==> config.mk <==
export PLATFORM = sky130hd
export DESIGN_NAME = int_controller
export DESIGN_NICKNAME = d
export VERILOG_FILES = /design/src/rtl/int_pkg.sv /design/src/rtl/edge_detect.sv /design/src/rtl/int_controller.sv
export SDC_FILE = /design/constraint.sdc
export NUM_CORES = 1
export LEC_CHECK = 0
export ABC_AREA = 1
export ABC_CLOCK_PERIOD_IN_PS = 1490
export CAP_MARGIN = 25
export CORE_ASPECT_RATIO = 1.1
export CORE_MARGIN = 8
export CORE_UTILIZATION = 41
export DETAILED_ROUTE_END_ITERATION = 12
export GPL_TIMING_DRIVEN = 0
export PLACE_DENSITY_LB_ADDON = 0.05
export SLEW_MARGIN = 20
export SYNTH_ARGS = -nofsm -noshare
export SYNTH_HDL_FRONTEND = slang
export SYNTH_HIERARCHICAL = 1
export SYNTH_SLANG_ARGS = --single-unit
==> constraint.sdc <==
create_clock -name clk -period 1.49 [get_ports clk]
set_input_delay 0.2235 -clock clk [delete_from_list [all_inputs] [get_ports clk]]
set_output_delay 0.2235 -clock clk [all_outputs]
set_load 0.005 [all_outputs]
==> src/rtl/int_pkg.sv <==
// Shared definitions for the interrupt controller: controller states and default
// program-counter width / ISR entry address.
package int_pkg;

  typedef enum logic [1:0] {
    IDLE    = 2'd0,
    REQ     = 2'd1,
    SERVICE = 2'd2
  } state_t;

  localparam int          DEF_PC_W     = 10;
  localparam logic [9:0]  DEF_ISR_ADDR = 10'h200;

endpackage

==> src/rtl/edge_detect.sv <==
// Rising-edge detector: registers the input once and flags 0->1 transitions,
// so a level held high produces a single event.
module edge_detect (
  input  logic clk,
  input  logic reset,
  input  logic d,
  output logic rise
);

  logic irq_q;

  always_ff @(posedge clk or negedge reset) begin
    if (!reset) begin
      irq_q <= 1'b0;
    end else begin
      irq_q <= d;
    end
  end

  assign rise = d & ~irq_q;

endmodule

==> src/rtl/int_controller.sv <==
// Single-source interrupt controller: latches one pending edge event, requests
// the CPU, captures the return address on acknowledge and tracks the ISR.
module int_controller
  import int_pkg::*;
#(
  parameter int              PC_W     = DEF_PC_W,
  parameter logic [PC_W-1:0] ISR_ADDR = PC_W'(DEF_ISR_ADDR)
) (
  input  logic            clk,
  input  logic            reset,
  input  logic            irq,
  input  logic [7:0]      irq_data,
  input  logic            int_en,
  input  logic [PC_W-1:0] pc_in,
  input  logic            int_ack,
  input  logic            reti,
  output logic            int_req,
  output logic [PC_W-1:0] isr_addr,
  output logic [PC_W-1:0] ret_pc,
  output logic [7:0]      src_data,
  output logic            in_service,
  output logic            overrun
);

  state_t state;
  logic   pending;
  logic   rise;
  logic   accept;

  edge_detect u_edge (
    .clk   (clk),
    .reset (reset),
    .d     (irq),
    .rise  (rise)
  );

  assign isr_addr = ISR_ADDR;
  assign accept   = (state == REQ) && int_ack;

  always_ff @(posedge clk or negedge reset) begin
    if (!reset) begin
      state      <= IDLE;
      pending    <= 1'b0;
      overrun    <= 1'b0;
      int_req    <= 1'b0;
      in_service <= 1'b0;
      ret_pc     <= '0;
      src_data   <= '0;
    end else begin
      // An edge landing on the acknowledge cycle becomes a fresh pending event.
      if (accept) begin
        ret_pc  <= pc_in;
        pending <= rise;
        overrun <= 1'b0;
        if (rise) begin
          src_data <= irq_data;
        end
      end else if (rise) begin
        if (!pending) begin
          pending  <= 1'b1;
          src_data <= irq_data;
        end else begin
          overrun <= 1'b1;
        end
      end

      // int_req follows REQ residency one cycle late, so it rises the cycle after entry.
      case (state)
        IDLE: begin
          int_req <= 1'b0;
          if (pending && int_en) begin
            state <= REQ;
          end
        end
        REQ: begin
          if (int_ack) begin
            state      <= SERVICE;
            int_req    <= 1'b0;
            in_service <= 1'b1;
          end else if (!int_en) begin
            state   <= IDLE;
            int_req <= 1'b0;
          end else begin
            int_req <= 1'b1;
          end
        end
        SERVICE: begin
          int_req <= 1'b0;
          if (reti) begin
            state      <= IDLE;
            in_service <= 1'b0;
          end
        end
        default: begin
          state   <= IDLE;
          int_req <= 1'b0;
        end
      endcase
    end
  end

endmodule

==> flow_summary_export.csv <==
group,metric,value,unit
clock_tree,clk_pin_slew_worst_paths,0.12,ns
power_and_ir_drop,power.density,1600,nW/um2
logic_synthesis,synth_seq_area_share,58.8,%
worst_setup_path,path_max_fanout,2,
placement,hpwl,2000,um
finish,num-nets-final,200,
floorplanning,num_io_pins,55,
sta,fin_crit_sh,95.8,%
floorplanning,dieHeight,69.4,um
route,via_count,867,
sta,fmax,0.701,GHz
logic_synthesis,ys_warn_count,6,
clock_tree,cts_tree,"built",
floorplanning,start_util,43.0,%
sta,final_max_slew_viol_count,0,
clock_tree,cts_max_level,1,
grt,antenna_found_initial,0,
finish,multi_input_comb_area,307,um2
power_and_ir_drop,irDropWorstVdd,1110,uV
finish,final_util,66.3,%
floorplanning,die_area,4480,um2
route,ant_nets,0,
logic_synthesis,syn_avg_cell_area,9.25,um2
clock_tree,hold_buffers,0,
logic_synthesis,ys_seq_elements,25,
worst_setup_path,worst-r2r-cell-count,6,
floorplanning,die_w,64.6,um
sta,slew_headroom,59.1,%
logic_synthesis,yosysTopAreaCellShare,58.8,%
power_and_ir_drop,leakagePower,0.850,nW
sta,hold_ws,0.285,ns
sta,finalSetupViolCount,0,
worst_setup_path,worstSetupPathType,"reg2out",
clock_tree,numCtsBuffers,3,
logic_synthesis,synth_top_family_by_area,"simple AND/OR/NAND/NOR gates",
worst_setup_path,r2r_end,"src_data[0]$_DFFE_PN0P_",
floorplanning,coreArea,2470,um2
finish,fillers,221,
placement,gp_congestion,0.766,
finish,diodes,0,
sta,fin_crit,1.43,ns
sta,worstMarginPinSlew,0.612,ns
clock_tree,clk_path_buf_depth,2,
grt,grt_use_total,11.5,%
worst_setup_path,reg2reg_from,"state[1]$_DFFE_PN0P_",
route,dr.pass1.iters,4,
logic_synthesis,synth_area_leader_cell,"dfrtp_1",
route,drt-initial-drc-count,57,
logic_synthesis,synth-adder-area-share,0,%
grt,grt_pass1_vias,882,
sta,hold_violations,0,
worst_setup_path,worst-path-stages,1,
worst_setup_path,path_buf_inv,1,
worst_setup_path,cp-start-kind,"flop",
floorplanning,rows,19,
grt,grt_pass1_wl,4210,um
status,status,"completed",
logic_synthesis,synth_area_leaders,"dfrtp_1 (59%), nand2_1 (10%), buf_4 (7.1%)",
worst_setup_path,arrival,1.20,ns
logic_synthesis,netlist_area,1060,um2
placement,port_buffers,44,
worst_setup_path,path_cells,"clkdlybuf4s50_1",
worst_setup_path,ff2ff_setup_slack,0.36,ns
clock_tree,clkSinkCount,25,
route,drt_wl_total,2510,um
logic_synthesis,synthCells,115,
clock_tree,clock_latency,0.30,ns
logic_synthesis,muxShareOfSynthArea,0,%
grt,grt_overflow,0,
logic_synthesis,synth_xor_area_share,0,%
logic_synthesis,synth_cell_types,16,
worst_setup_path,crit_family,"buffers and inverters",
route,wl_per_cell,12.2,um
worst_setup_path,slowest_delay,0.51,ns
finish,final_layout_size_suffix_gt1_share,14.3,%
flow_run,cap_violations,0,
finish,seq_area,626,um2
grt,grt_max_degree,14,
logic_synthesis,synth_compound_area_share,7.06,%
worst_setup_path,cp_slowest_cell,"clkdlybuf4s50_1",
worst_setup_path,critPathCaptureType,"output port",
clock_tree,cts_root_buf,"clkbuf_4",
worst_hold_path,min-delay-path-class,"in2async",
route,drc_errors,0,
route,avgViaCountPerCell,4.21,
sta,clock_skew,0.000952,ns
worst_setup_path,crit_required,1.27,ns
logic_synthesis,synthSimpleGateAreaFrac,18.2,%
finish,area_delta_synth_final,54.1,%
cell usage after synthesis, drive strengths merged:
cell,count
inv,16
dfrtp,25
buf,14
nand2,31
nand3,10
nor2,2
o31ai,2
o21ai,12
conb,2
nor3b,1
layout make-up:
type,count,share of cell area [%]
Tap cell,31,2.37
Inverter,16,3.66
Sequential cell,25,38.2
Timing Repair Buffer,48,29.3
Clock buffer,4,1.60
Buffer,14,6.18
Multi-Input combinational cell,68,18.7
how the worst max path moves through the flow:
stage,slack [ns],to,from
final,0.06,overrun,overrun$_DFFE_PN0P_
after global routing,-0.02,ret_pc[2],ret_pc[2]$_DFFE_PN0P_
after CTS,0.03,overrun,overrun$_DFFE_PN0P_
after detailed placement,0.04,src_data[0]$_DFFE_PN0P_,irq
after global placement,-0.09,src_data[4]$_DFFE_PN0P_,reset
after floorplan,0.51,overrun$_DFFE_PN0P_,state[1]$_DFFE_PN0P_
cell usage in the layout (no fill, tap or decap), drive strengths merged:
master	n
o21ai	12
dlymetal6s2s	1
dfrtp	25
clkbuf	4
nand2	31
o31ai	2
nor3b	1
buf	18
inv	16
nor2	2
clkdlybuf4s50	43
nand3	10
conb	10
cells by family after synthesis:
| logic type | after synthesis |
|---|---|
| other | 2 |
| AOI/OAI and AO/OA | 14 |
| buffers and inverters | 30 |
| and+or+nand+nor | 44 |
| DFF | 25 |
stage by stage:
stage	instance area [um2]	instances	setup TNS (ns)	total power [mW]	worst slack, ns
after CTS	1610	203	0	2.62	0.0337
after detailed placement	1590	199	0	2.32	0.0427
after floorplan	1090	123	0	1.60	0.512
after global placement	1570	198	-2.25	2.28	-0.0909
final	1640	206	0	2.62	0.0631
after global routing	1640	206	-0.0365	2.85	-0.0213
where the power goes:
group	switching [mW]	leakage [nW]	total (mW)	internal, mW
Combinational	0.468	0.526	1.19	0.726
Sequential	0.169	0.308	1.14	0.971
Clock	0.185	0.0150	0.290	0.104
Total	0.823	0.850	2.62	1.80
registers in the layout, summed over array words and instances (netlist names):
| signal | flops |
|---|---|
| ret_pc | 10 |
| int_req | 1 |
| overrun | 1 |
| state | 2 |
| in_service | 1 |
| src_data | 8 |
| pending | 1 |
| u_edge/irq_q | 1 |
per-layer routing:
layer / global-route usage [%] / part of all wire (%) / vias to the layer above / routed length [um]
met1: 12.3 / 41 / 379 / 1030
met5: 0 / 0 / - / 0
met3: 5.49 / 9.7 / 2 / 244
li1: - / - / 454 / -
met4: 5.10 / 0.76 / 0 / 19
met2: 18.6 / 49 / 32 / 1220
timing repair:
action / in CTS / in global routing
endpoints found under the setup margin: 0 / 4
setup buffers: 0 / 3
resized for setup: 0 / 1
Note: power is estimated with default switching activity, not from simulation.
